<file path="config.mk">
export PLATFORM = sky130hd
export DESIGN_NAME = hdmi_i2c_init_seq
export DESIGN_NICKNAME = d
export VERILOG_FILES = /design/src/rtl/hdmi_i2c_init_seq.sv
export SDC_FILE = /design/constraint.sdc
export NUM_CORES = 1
export LEC_CHECK = 0
export ABC_AREA = 1
export BUFFER_PORTS_ARGS = -buffer_cell sky130_fd_sc_hd__buf_2
export CAP_MARGIN = 20
export CORE_UTILIZATION = 45
export CTS_BUF_LIST = sky130_fd_sc_hd__clkbuf_4
export DETAILED_ROUTE_END_ITERATION = 6
export GPL_TIMING_DRIVEN = 0
export PLACE_DENSITY = 0.64
export SLEW_MARGIN = 10
export SYNTH_ARGS = -nofsm -noshare
export SYNTH_HDL_FRONTEND = slang
export SYNTH_SLANG_ARGS = --single-unit
export TNS_END_PERCENT = 30
</file>
<file path="constraint.sdc">
create_clock -name clk_sys -period 3.05 [get_ports clk_sys]
set_clock_uncertainty 0.05 [all_clocks]
set_input_delay 0.915 -clock clk_sys [delete_from_list [all_inputs] [get_ports clk_sys]]
set_output_delay 0.915 -clock clk_sys [all_outputs]
set_load 0.03 [all_outputs]
</file>
<file path="src/rtl/hdmi_i2c_init_seq.sv">
// Power-up / hot-plug configuration sequencer for the HDMI transmitter.
// Walks a {subaddr,data} table, issuing one i2c write per entry with ack check, retry and timeout.
module hdmi_i2c_init_seq #(
    parameter int         CLK_HZ    = 24_000_000,
    parameter logic [6:0] DEV_ADDR  = 7'h39,
    parameter int         TBL_AW    = 5,
    parameter int         PWR_DLY   = 240_000,
    parameter int         TIMEOUT   = 48_000,
    parameter int         RETRY_MAX = 3,
    parameter int         RETRY_GAP = 2_400
) (
    input  logic              clk_sys,
    input  logic              reset_n,
    input  logic              start,
    input  logic              hdmi_int,
    output logic [TBL_AW-1:0] tbl_addr,
    input  logic [15:0]       tbl_data,
    output logic              i2c_start,
    output logic              i2c_read,
    output logic [6:0]        i2c_addr,
    output logic [7:0]        i2c_subaddr,
    output logic [7:0]        i2c_dout,
    input  logic              i2c_end,
    input  logic              i2c_ack,
    output logic              busy,
    output logic              done,
    output logic              error
);

    localparam int CNT_MAX = (PWR_DLY > TIMEOUT)
                           ? ((PWR_DLY > RETRY_GAP) ? PWR_DLY : RETRY_GAP)
                           : ((TIMEOUT > RETRY_GAP) ? TIMEOUT : RETRY_GAP);
    localparam int CNT_W   = $clog2(CNT_MAX + 1);
    localparam int RTY_W   = (RETRY_MAX > 0) ? $clog2(RETRY_MAX + 1) : 1;

    localparam logic [CNT_W-1:0]  PWR_LAST = CNT_W'(PWR_DLY - 1);
    localparam logic [CNT_W-1:0]  TO_LAST  = CNT_W'(TIMEOUT - 1);
    localparam logic [CNT_W-1:0]  GAP_LAST = CNT_W'(RETRY_GAP - 1);
    localparam logic [RTY_W-1:0]  RTY_LIM  = RTY_W'(RETRY_MAX);
    localparam logic [TBL_AW-1:0] IDX_LAST = '1;
    localparam logic [15:0]       END_MARK = 16'hFFFF;

    localparam logic [2:0] IDLE     = 3'd0;
    localparam logic [2:0] WAIT_PWR = 3'd1;
    localparam logic [2:0] FETCH    = 3'd2;
    localparam logic [2:0] ISSUE    = 3'd3;
    localparam logic [2:0] WAIT_END = 3'd4;
    localparam logic [2:0] GAP      = 3'd5;
    localparam logic [2:0] DONE     = 3'd6;
    localparam logic [2:0] FAIL     = 3'd7;

    generate
        if (CLK_HZ <= 0 || TBL_AW < 1 || PWR_DLY < 1 || TIMEOUT < 1 || RETRY_GAP < 1 || RETRY_MAX < 0)
        begin : g_bad_param
            $error("hdmi_i2c_init_seq: invalid parameter set");
        end
    endgenerate

    logic [2:0]        state, state_nxt;
    logic [CNT_W-1:0]  cnt, cnt_nxt;
    logic [TBL_AW-1:0] idx, idx_nxt;
    logic [RTY_W-1:0]  retry, retry_nxt;
    logic              pending, pending_nxt;
    logic              fetch_ph, fetch_ph_nxt;
    logic [7:0]        sub_nxt, dout_nxt;
    logic [2:0]        int_sync;
    logic              int_fall, trig, run_active;

    // HDMI_INT idles high; the synchroniser resets high so reset release never looks like an edge.
    always_ff @(posedge clk_sys or negedge reset_n) begin
        if (!reset_n) begin
            int_sync <= 3'b111;
        end else begin
            // NOTE: sequential state uses non-blocking assignments so every flop samples pre-edge values.
            int_sync <= {int_sync[1:0], hdmi_int};
        end
    end

    assign int_fall   = int_sync[2] & ~int_sync[1];
    assign trig       = start | int_fall;
    assign run_active = !(state inside {IDLE, DONE, FAIL});

    always_comb begin
        // NOTE: every variable gets a default before the case so no path leaves it unassigned (no latches).
        state_nxt    = state;
        cnt_nxt      = cnt;
        idx_nxt      = idx;
        retry_nxt    = retry;
        pending_nxt  = pending | (trig & run_active);
        fetch_ph_nxt = 1'b0;
        sub_nxt      = i2c_subaddr;
        dout_nxt     = i2c_dout;

        case (state)
            IDLE, DONE, FAIL: begin
                if (trig) begin
                    state_nxt = WAIT_PWR;
                    cnt_nxt   = '0;
                    retry_nxt = '0;
                end
            end
            WAIT_PWR: begin
                if (cnt == PWR_LAST) begin
                    state_nxt = FETCH;
                    cnt_nxt   = '0;
                    idx_nxt   = '0;
                end else begin
                    cnt_nxt = cnt + 1'b1;
                end
            end
            FETCH: begin
                // First cycle presents the address; table data is valid on the second.
                if (!fetch_ph) begin
                    fetch_ph_nxt = 1'b1;
                end else if (tbl_data == END_MARK) begin
                    state_nxt = DONE;
                end else begin
                    sub_nxt   = tbl_data[15:8];
                    dout_nxt  = tbl_data[7:0];
                    state_nxt = ISSUE;
                end
            end
            ISSUE: begin
                cnt_nxt   = '0;
                state_nxt = WAIT_END;
            end
            WAIT_END: begin
                // i2c_end takes priority over a timeout expiring in the same cycle.
                if (i2c_end && i2c_ack) begin
                    retry_nxt = '0;
                    if (idx == IDX_LAST) begin
                        state_nxt = DONE;
                    end else begin
                        idx_nxt   = idx + 1'b1;
                        state_nxt = FETCH;
                    end
                end else if (i2c_end || cnt == TO_LAST) begin
                    cnt_nxt = '0;
                    if (retry < RTY_LIM) begin
                        retry_nxt = retry + 1'b1;
                        state_nxt = GAP;
                    end else begin
                        state_nxt = FAIL;
                    end
                end else begin
                    cnt_nxt = cnt + 1'b1;
                end
            end
            GAP: begin
                if (cnt == GAP_LAST) begin
                    state_nxt = ISSUE;
                    cnt_nxt   = '0;
                end else begin
                    cnt_nxt = cnt + 1'b1;
                end
            end
            default: state_nxt = IDLE;
        endcase

        // A trigger seen during the run supersedes its result: restart without flagging done/error.
        if (run_active && (state_nxt == DONE || state_nxt == FAIL) && (pending || trig)) begin
            state_nxt   = WAIT_PWR;
            cnt_nxt     = '0;
            retry_nxt   = '0;
            pending_nxt = 1'b0;
        end
    end

    always_ff @(posedge clk_sys or negedge reset_n) begin
        if (!reset_n) begin
            state       <= WAIT_PWR;
            cnt         <= '0;
            idx         <= '0;
            retry       <= '0;
            pending     <= 1'b0;
            fetch_ph    <= 1'b0;
            i2c_subaddr <= 8'h00;
            i2c_dout    <= 8'h00;
            i2c_start   <= 1'b0;
            busy        <= 1'b0;
            done        <= 1'b0;
            error       <= 1'b0;
        end else begin
            state       <= state_nxt;
            cnt         <= cnt_nxt;
            idx         <= idx_nxt;
            retry       <= retry_nxt;
            pending     <= pending_nxt;
            fetch_ph    <= fetch_ph_nxt;
            i2c_subaddr <= sub_nxt;
            i2c_dout    <= dout_nxt;
            i2c_start   <= (state_nxt == ISSUE);
            busy        <= !(state_nxt inside {IDLE, DONE, FAIL});
            done        <= (state_nxt == DONE);
            error       <= (state_nxt == FAIL);
        end
    end

    assign tbl_addr = idx;
    assign i2c_read = 1'b0;
    assign i2c_addr = DEV_ADDR;

endmodule
</file>
---- After elaboration in Yosys (flattened, before gate mapping) ----
Cells that the tools add are included.
storage, ports and cells
  input bits .............................. 22
  bits in registers ....................... 53
  word-level logic and storage cells ...... 98
cells by class
  $lt $le $gt $ge ......................... 1
  equality and inequality tests ........... 24
  add/subtract/negate cells ............... 3
  bitwise gates (word level) .............. 6
  muxes and demuxes ....................... 31
  reductions and logical operators ........ 20
operator list
  kind                                              number
  two-way mux 18 bit                                6
  case mux 18 bit (5 select lines)                  1
  two-way mux 3 bit                                 9
  == test 3 bit (second input constant)             8
  adder 18 x 1 -> 18 bit (second input constant)    1
  == test 18 x 12 -> 1 bit (second input constant)  1
  == test 18 x 16 -> 1 bit (second input constant)  1
  == test 18 bit (second input constant)            1
  case mux 3 bit (6 select lines)                   1
  == test 16 bit (second input constant)            1
  two-way mux 5 bit                                 3
  two-way mux 2 bit                                 6
  case mux 5 bit (2 select lines)                   1
  == test 3 x 2 -> 1 bit (second input constant)    3
  nonzero test 3 bit                                3
  != test 4 bit (second input constant)             2
  AND reduction 4 bit                               2
  zero test 3 bit                                   2
  != test 2 bit (second input constant)             3
  != test 3 bit (second input constant)             2
  AND reduction 3 bit                               2
  nonzero test 6 bit                                1
  adder 5 x 1 -> 5 bit (second input constant)      1
  == test 5 bit (second input constant)             1
  other kinds (13)                                  23

---- Longest topological paths before layout ----
Gate-level depths: netlist of the first run.
  depth in word-level cells ............... 13
  gate-level depth with buffers ........... 18

---- Least setup slack after synthesis of the first run ----
No wires, ideal clock.
  kind .................................... input-to-reg
  start point ............................. in start
  end point ............................... reg cnt[12]
  stages .................................. 11
  slack ................................... 835 ps
  library setup time ...................... 117 ps
  arrival ................................. 2048 ps
  path buffers ............................ 1
  data required time ...................... 2883 ps
  cells stage by stage .................... a21oi_1 inv_1 o21ai_0 nand2_2 nor2_4 nand3_4 nand2_4 nand2_4 buf_6 nand2_1 nand2_1
between the ends
  cells in the longest elaborated chain, start to end .. 9
ends and longest elaborated chain
  element                                                                      RTL line  source
  start, declared                                                              14        input logic start,
  OR 1 bit *                                                                   80        assign trig = start | int_fall;
  two-way mux 3 bit                                                            96        if (trig) begin
  case mux 3 bit (6 select lines)                                              94        case (state)
  == test 3 bit                                                                161       if (run_active && (state_nxt == DONE || state_nxt == FAIL) && (pending || trig)) begin
  logical OR 1 bit                                                             161
  logical AND 1 bit (2 in series)                                              161
  nonzero test 6 bit (no source line) / != test 3 bit (equally long branches)  n/a
  AND reduction 3 bit (no source line)                                         n/a
  end signal, assigned                                                         185       cnt <= cnt_nxt;
  end, declared                                                                60        logic [CNT_W-1:0] cnt, cnt_nxt;
Mark *: on every way between the ends. The rest lies on a longest branch, timed or not.
A chain may end at the register's enable or synchronous reset.

---- Final worst setup path of the first run ----
  start point ............................. reg cnt[0]
  end point ............................... reg cnt[11]
between the ends
  cells in the longest elaborated chain, start to end .. 11
ends and longest elaborated chain
  element                                                                      RTL line  source
  == test 18 x 16 -> 1 bit                                                     137       end else if (i2c_end || cnt == TO_LAST) begin
  logical OR 1 bit                                                             137
  two-way mux 3 bit                                                            137
  two-way mux 3 bit                                                            129       if (i2c_end && i2c_ack) begin
  case mux 3 bit (6 select lines)                                              94
  == test 3 bit                                                                161
  logical OR 1 bit                                                             161
  logical AND 1 bit (2 in series)                                              161
  nonzero test 6 bit (no source line) / != test 3 bit (equally long branches)  n/a
  AND reduction 3 bit (no source line)                                         n/a
Several ways; a longest one is shown, not always the timed one. The select of a mux whose other input is x is not followed.

==> flow_summary.toml, run 1 <==
[clocking]
numCtsBuffers = 5
htreeDepth = 2
cts.sinks = 53
insertion_delay_ps = 380
cts_tree = "yes"
root_buffer = "clkbuf_4"
post_cts_buffers = 0
path_clk_slew_ps = 170
cts_hold_buf = 0
cts_resized = 0
clockBufferDepth = 2

[run]
maxCapViolCount = 0

[pwr]
power.density_mw_per_mm2 = 817
sw_frac_of_total_pct = 49.8
peakVddDrop_v = 0.000571
p_int_w = 0.00144
leakage_nw = 1.92
pwr-share-comb_pct = 53.0
p_total_w = 0.00286
clkPwrFrac_pct = 11.2
pwr-share-seq_pct = 35.8
net-switching-power_w = 0.00142

[setup_path]
timing.rr.start = "cnt[0]"
r2r_cells = 15
criticalPathCategory = "register to register"
arrival_ps = 2550
r2r-end = "cnt[11]"
endpoint_kind = "register"
worstPathRequired_ps = 3280
startpoint_type = "register"
crit_path_max_fanout = 10
ff2ff_setup_slack_ps = 730

[floorplan]
dieArea_mm2 = 0.00717
die_h_um = 84.7
floorplan.rows = 29
io_pins = 55
die-width_um = 84.7
start_util_pct = 47.6
core_mm2 = 0.00646

[route]
routed_wl_mm = 6.62
drc = 0
initialDrtViolationCount = 134
wl_per_cell_um = 11.9
viasPerCell = 4.94
ant_nets = 0
vias = 2756
dr.pass1.iters = 7

[yosys]
ys_seq_area_share_pct = 43.3
avgSynthCellArea_um2 = 7.32
ys_seq_elements = 53
synthCells = 420
synth-warning-count = 0
synth.distinct_cells = 33
synth_area_mm2 = 0.00307

[finish]
fillers = 628
fin_area_mm2 = 0.00350
multi_input_area_mm2 = 0.00146
post-route-util_pct = 54.2
insertedDiodeCount = 0
drive_gt1_share_pct = 20.4
regArea_mm2 = 0.00133
fin_nets = 507
area_delta_synth_final_pct = 13.9

[placed_design]
port_buffers = 46
place_congestion = 0.853
placed_area_mm2 = 0.00344
dp_hpwl_mm = 5.06

[sta]
rsz0062_at_grt = "false"
setup_viol = 0
maxSlewHeadroom_pct = 66.5
max_freq_ghz = 0.431
drv_slew = 0
worst_pin_slew_ps = 498
fin_crit_sh_pct = 76.1
hold_viol = 0
fin_crit_ps = 2320
fin_setup_tns_ps = 0

[hold_path]
hp-start = "int_sync[0]"
min_delay_path_depth = 0
whs_endpoint = "int_sync[1]"
min_path_type = "register to register"

[grt]
grt_pass1_wl_mm = 11.1
grt_overflow = 0
grt_pass1_vias = 2502
grt_usage_pct = 19.4
antenna_found_initial = 0
grt_max_degree = 33

[run_status]
status = "completed"
[sequential cells by signal, indices dropped and copies added (netlist names)]
register	cells
i2c_dout	8
error	1
retry	2
pending	1
state	3
cnt	18
int_sync	3
i2c_subaddr	8
tbl_addr	5
busy	1
i2c_start	1
done	1
fetch_ph	1
[layout make-up]
cell class	instances	share of cell area [%]
Clock buffer	5	1.07
Multi-Input combinational cell	307	41.8
Clock inverter	3	0.607
Sequential cell	53	38.0
Tap cell	77	2.75
Timing Repair Buffer	47	7.15
Inverter	50	5.36
Buffer	16	3.29
[cell usage in the layout (no fill, tap or decap), types with 2 or more instances in the layout]
cell type / synthesis / layout
nor3_2: 2 / 2
inv_2: 6 / 6
nand2_4: 2 / 2
nand3_4: 2 / 2
nand3b_1: 4 / 4
or2_2: 2 / 2
o21a_1: 2 / 2
ha_1: 5 / 5
clkbuf_1: 2 / 2
buf_2: 2 / 48
nand4_1: 16 / 16
dfrtp_1: 49 / 49
o21ai_0: 12 / 12
nor2_1: 36 / 36
buf_4: 10 / 10
nand2_2: 6 / 6
conb_1: 2 / 8
a21oi_1: 6 / 6
buf_6: 2 / 2
nand2_1: 155 / 155
nand3_1: 26 / 26
nor3_1: 9 / 9
dfstp_2: 4 / 4
nor2_2: 3 / 3
xor2_1: 4 / 4
clkbuf_4: 0 / 5
inv_1: 44 / 44
[cell families after synthesis]
group                    Yosys count  share of synthesized area [%]
buffers and inverters             66                           9.85
AO/OA/AOI/OAI                     24                           4.52
AND/OR/NAND/NOR                  266                           38.9
other                              2                          0.244
flip-flops                        53                           43.3
adder cells (fa/ha/maj)            5                           2.04
XOR/XNOR                           4                           1.14
[how the worst max path moves through the flow]
stage / startpoint / endpoint / slack (ps) / cells past startpoint
after floorplan: start / cnt[12] / 830 / 11
after global placement: tbl_data[1] / busy / 420 / 12
after detailed placement: tbl_data[1] / busy / 430 / 12
after CTS: tbl_addr[0] / error / 740 / 16
after global routing: tbl_addr[0] / cnt[10] / 460 / 18
final: cnt[0] / cnt[11] / 730 / 15
[power groups by stage]
stage | Clock [W] | Sequential (W) | Combinational [W]
2_1_floorplan | 0 | 0.00129 | 0.000851
3_3_place_gp | 0 | 0.00103 | 0.00150
3_5_place_dp | 0 | 0.00104 | 0.00152
4_1_cts | 0.000341 | 0.00102 | 0.00152
5_1_grt | 0.000365 | 0.00104 | 0.00167
6_report | 0.000322 | 0.00102 | 0.00152
[synth_stat cells (all sizes together)]
| cell | number | area share [%] |
|---|---|---|
| nand3b | 4 | 0.98 |
| ha | 5 | 2.0 |
| nor2 | 40 | 5.4 |
| nand2 | 163 | 21 |
| o21a | 2 | 0.49 |
| xor2 | 4 | 1.1 |
| clkbuf | 2 | 0.24 |
| nor3 | 11 | 2.1 |
| dfstp | 4 | 3.4 |
| a21oi | 6 | 0.98 |
| or2 | 2 | 0.41 |
| dfrtp | 49 | 40 |
| o21ai | 13 | 2.2 |
| a41o | 1 | 0.33 |
| nand3 | 29 | 5.7 |
| a22oi | 1 | 0.24 |
| inv | 50 | 6.1 |
| buf | 14 | 3.5 |
| and2 | 1 | 0.20 |
| conb | 2 | 0.24 |
| nand4 | 16 | 3.3 |
| a21o | 1 | 0.24 |
[metal layers]
metal | track usage [%] | routed length, um | vias to the layer above
li1 | - | - | 1423
met1 | 24.6 | 3090 | 1274
met2 | 33.6 | 3230 | 55
met3 | 3.74 | 252 | 4
met4 | 5.55 | 45 | 0
met5 | 0 | 0 | -
[metrics by stage]
stage               setup slack, ps  hold slack, ps  instances
global placement                424             301        549
global route                    464             322        558
floorplan                       835             295        426
detailed placement              431             297        550
CTS                             743             321        558
finish                          730             320        558
[worst max-delay path, stage by stage (launching register included)]
cell     delay (ps)
dfrtp_1         500
ha_1            200
nand2_1          80
inv_2            90
nand2_2          60
nor2_2          170
nand2_1         140
nand2_2          90
inv_1            50
nand2_1          50
nand3_1         100
nand2_2         160
inv_1           100
buf_2           210
nand4_1         110
nand2_1          50
No activity file was read; power rests on OpenSTA's default activity.
==> run 2, diff against run 1 <==
Settings changed: ABC_AREA 1 to 0.
Clock period 3.05 ns to 2.32 ns, I/O delays scaled along.
==> flow_summary.toml, run 2 <==
[finish]
drive_gt1_share_pct = 40.5
reg_top3 = "cnt: 18 flops, i2c_dout: 8 flops, i2c_subaddr: 8 flops"
insertedDiodeCount = 0
top_register = "cnt"
largest_reg_flops = 18
post-route-util_pct = 60.3
area_delta_synth_final_pct = 26.2
fin_nets = 391
final_common_cell = "buf_2"
final_cell_mix = "buf_2, dfrtp_1, nand2_1, a21oi_1, buf_4"

[route]
routed_wl_mm = 7.00
dr.pass1.iters = 4
initialDrtViolationCount = 73
drc = 0
viasPerCell = 5.78
wl_per_cell_um = 15.9
vias = 2543
ant_nets = 0

[yosys]
synth-warning-count = 0
synth.distinct_cells = 56
synth_top_area_cell = "dfrtp_1"
synth_ff_type = "dfrtp_1"
yosysMostFrequentCell = "dfrtp_1"
avgSynthCellArea_um2 = 10.0
yosysTopAreaCellShare_pct = 42.1
synth_edf_count = 0
synthCells = 290
synthArstFlopShare_pct = 100
synth.top_cells.by_count = "dfrtp_1, nand2_1, a21oi_1, mux2_2, nor2_1"
ys_seq_area_share_pct = 45.7
synth_area_mm2 = 0.00291
synth.area.top_cells = "dfrtp_1, mux2_2, a21oi_1, a41oi_1, dfstp_2"
ys_seq_elements = 53

[floorplan]
io_pins = 55
dieArea_mm2 = 0.00680
floorplan.rows = 28
die-width_um = 82.4
start_util_pct = 47.8
core_mm2 = 0.00610
die_h_um = 82.4

[placed_design]
pre_cts_ws_ps = -421
dp_hpwl_mm = 4.80
place_congestion = 0.808
port_buffers = 46

[setup_path]
cpMaxStageDelayCell = "dfrtp_2"
cpPeakStageDelay_ps = 460
crit_buf_inv = 2
crit_chain = "ha_4 > and3_4 > ha_4 > and3b_1 > o22ai_2 > a211o_1 > o2111ai_4 > o21ai_4 > buf_12 > buf_8 > a31oi_4"
cp_top_family = "compound AO/OA/AOI/OAI gates"
worstPathRequired_ps = 2600
criticalPathCategory = "register to register"
arrival_ps = 2690
endpoint_kind = "register"
crit_path_max_fanout = 7
cpMostUsedCell = "ha_4"
startpoint_type = "register"

[pwr]
p_total_w = 0.00338
peakVddDrop_v = 0.000514
power.density_mw_per_mm2 = 920
leakage_nw = 1.68

[sta]
holdWs_ps = 180
hold_viol = 0
drv_slew = 0
maxSlewHeadroom_pct = 53.2
worst_pin_slew_ps = 699
rsz0062_at_grt = "true"
worst_slack_ps = -91.9
fin_crit_ps = 2410
max_freq_ghz = 0.415
fin_crit_sh_pct = 104
setup_viol = 16

[grt]
grt.busiest_layer = "met2"
use_met2_pct = 33.2
grt_usage_pct = 21.4
grt_max_degree = 36
grt_overflow = 0
antenna_found_initial = 0
grt_util_met3_pct = 3.74
grt_pass1_wl_mm = 11.0
grt.met1_usage_pct = 30.0
grt_pass1_vias = 2292

[clocking]
numCtsBuffers = 5
htreeDepth = 2
cts.sinks = 53
cts_hold_buf = 0
insertion_delay_ps = 390
cts_tree = "yes"
root_buffer = "clkbuf_4"
clockBufferDepth = 2
path_clk_slew_ps = 170

[hold_path]
min_path_type = "input port to asynchronous set/reset pin"

[run_status]
status = "complete, but fails checks"
violations = "setup timing"

[run]
maxCapViolCount = 0
==> run 2: path summary, 6_finish.rpt <==
kind,startpoint,endpoint,slack (ps),cells after the start
setup / recovery,tbl_addr[1],cnt[3],-90,11
setup reg to reg,tbl_addr[1],cnt[3],-90,11
hold reg to reg,int_sync[0],int_sync[1],320,0
min in group clk_sys,int_sync[0],int_sync[1],320,0
hold / removal,reset_n,i2c_dout[6],180,1
max in group asynchronous,reset_n,int_sync[2],1430,2
==> run 2: cell type report <==
cell class                      instances  area (um^2)
Fill cell                             522         2420
Multi-Input combinational cell        217         1650
Sequential cell                        53         1330
Timing Repair Buffer                   61          387
Buffer                                 20          130
Tap cell                               75         93.8
Clock buffer                            5         37.5
Clock inverter                          3         25.0
Inverter                                6         22.5
==> run 2: cell families (layout without fill, tap and decap cells) <==
logic type                 after synthesis  in the layout  synth area share, %
and+or+nand+nor                        101            101                 19.9
muxes                                   17             17                 6.57
AOI/OAI and AO/OA                       84             84                 19.7
buffers and inverters                   26             95                 5.03
xor gates and xnor gates                 2              2                0.602
DFF                                     53             53                 45.7
adders and majority gates                5              5                 2.15
other                                    2              8                0.258
==> run 2: repair_timing <==
action                                  in CTS  in global routing
setup buffers                               10                  3
cloned                                       1                  0
pin swaps                                   16                  9
gates resized for setup                     24                 15
endpoints found under the setup margin      24                 36
==> run 2: power breakdown <==
part           switching (W)  internal, W
registers           0.000123      0.00107
clock network       0.000323     0.000124
logic                0.00107     0.000664
total                0.00152      0.00186
==> run 2: routing by layer <==
| layer | share of wire, % | routed length, um |
|---|---|---|
| met1 | 48 | 3340 |
| met2 | 49 | 3400 |
| met3 | 2.6 | 180 |
| met4 | 1.2 | 84 |
| met5 | 0 | 0 |
==> run 2: per-stage QoR <==
step | setup TNS [ps] | std cells | instance area, um^2
floorplan | 0 | 296 | 2940
global placement | -11050 | 417 | 3260
detailed placement | -9590 | 418 | 3280
CTS | -694 | 437 | 3560
global route | -3100 | 440 | 3670
finish | -762 | 440 | 3670
==> run 3, diff against run 2 <==
Settings changed: MAX_ROUTING_LAYER set to met4.
==> flow_summary.toml, run 3 (synthesis gave the netlist of run 2 again) <==
[finish]
insertedDiodeCount = 0
area_delta_synth_final_pct = 26.2
fin_nets = 391
final_cell_mix = "buf_2, dfrtp_1, nand2_1, a21oi_1, buf_4"
drive_gt1_share_pct = 40.5
final_common_cell = "buf_2"
reg_top3 = "cnt: 18 flops, i2c_dout: 8 flops, i2c_subaddr: 8 flops"
largest_reg_flops = 18
stdcell_count = 440
fin_area_mm2 = 0.00367
top_register = "cnt"
post-route-util_pct = 60.3

[setup_path]
cpMostUsedCell = "ha_4"
timing.rr.start = "tbl_addr[1]"
cpPeakStageDelay_ps = 460
startpoint_type = "register"
endpoint_kind = "register"
r2r-end = "cnt[3]"
cpMaxStageDelayCell = "dfrtp_2"
crit_end = "cnt[3]"
worstPathRequired_ps = 2610
ff2ff_setup_slack_ps = -90
crit_chain = "ha_4 > and3_4 > ha_4 > and3b_1 > o22ai_2 > a211o_1 > o2111ai_4 > o21ai_4 > buf_12 > buf_8 > a31oi_4"
r2r_cells = 11
crit_path_max_fanout = 7
arrival_ps = 2700
criticalPathCategory = "register to register"
crit_start = "tbl_addr[1]"

[run]
maxCapViolCount = 0

[floorplan]
core_mm2 = 0.00610
floorplan.rows = 28
dieArea_mm2 = 0.00680
die_h_um = 82.4
die-width_um = 82.4
start_util_pct = 47.8
io_pins = 55

[route]
routed_wl_mm = 7.02
ant_nets = 0
dr.pass1.iters = 4
wl_per_cell_um = 16.0
drc = 0
vias = 2525
viasPerCell = 5.74
initialDrtViolationCount = 87

[sta]
maxSlewHeadroom_pct = 53.6
drv_slew = 0
holdWs_ps = 179
setup_viol = 16
max_freq_ghz = 0.415
fin_crit_ps = 2410
hold_viol = 0
worst_pin_slew_ps = 693
fin_crit_sh_pct = 104
rsz0062_at_grt = "true"
worst_slack_ps = -89.6

[placed_design]
placed_area_mm2 = 0.00328
dp_cells = 418
port_buffers = 46
place_congestion = 0.820
dp_hpwl_mm = 4.80

[clocking]
cts.sinks = 53
path_clk_slew_ps = 170
insertion_delay_ps = 400
cts_tree = "yes"
root_buffer = "clkbuf_4"
numCtsBuffers = 5
clockBufferDepth = 2
cts_hold_buf = 0
htreeDepth = 2

[run_status]
violations = "setup timing"
status = "complete, but fails checks"

[pwr]
power.density_mw_per_mm2 = 921
peakVddDrop_v = 0.000517
leakage_nw = 1.68
p_total_w = 0.00339

[hold_path]
min_path_type = "input port to asynchronous set/reset pin"

[grt]
grt_pass1_wl_mm = 11.0
grt_pass1_vias = 2299
grt_usage_pct = 22.0
grt_max_degree = 36
antenna_found_initial = 0
grt_overflow = 0
run 3: cell counts in the layout (fill, tap and decap cells not counted):
Identical to the previous run, type by type.
run 3: routing by layer:
metal,vias up,GRT usage (%),wire length [um],part of all wire (%)
met2,49,33.2,3400,48
met3,8,3.74,226,3.2
met1,1238,30.0,3320,47
met4,0,7.19,74,1.1
met5,-,-,0,0
li1,1230,-,-,-
run 3: repair_timing:
action / CTS / global route
pin swaps: 16 / 9
endpoints found under the setup margin: 24 / 36
setup buffers: 10 / 3
resized for setup: 24 / 15
cloned: 1 / 0
run 3: how the worst min path moves through the flow:
stage,to,slack [ps],from,cells past startpoint
4_1_cts,i2c_dout[6],190,reset_n,1
6_report,i2c_dout[6],180,reset_n,1
5_1_grt,i2c_dout[6],180,reset_n,1
3_3_place_gp,int_sync[1],300,int_sync[0],0
3_5_place_dp,int_sync[1],300,int_sync[0],0
2_1_floorplan,int_sync[1],300,int_sync[0],0
run 3: worst max-delay path, delay by kind of cell, from the launching register on:
family | cells | cell delay, ps
AND/OR/NAND/NOR | 2 | 370
flip-flops | 1 | 460
buffers and inverters | 2 | 290
AO/OA/AOI/OAI | 5 | 870
adder cells (fa/ha/maj) | 2 | 320
run 3: layout make-up:
| type | count | area [um^2] |
|---|---|---|
| plain buffers | 20 | 130 |
| multi-input cells | 217 | 1650 |
| well taps | 75 | 93.8 |
| repair buffers | 61 | 387 |
| inverters | 6 | 22.5 |
| clock buffers | 5 | 37.5 |
| clock inverters | 3 | 25.0 |
| fillers | 522 | 2420 |
| flip-flops and latches | 53 | 1330 |
run 3: power by group:
part | switching, W | internal (W) | leakage [nW]
combinational | 0.00108 | 0.000664 | 0.942
clock | 0.000326 | 0.000124 | 0.0318
sequential | 0.000123 | 0.00107 | 0.703
total | 0.00152 | 0.00186 | 1.68
run 3: per-stage QoR:
step	worst slack [ps]	TNS (ps)
finish	-89.6	-752
detailed placement	-421	-9590
global route	-156	-3110
floorplan	39.7	0
global placement	-466	-11050
CTS	-89.6	-694
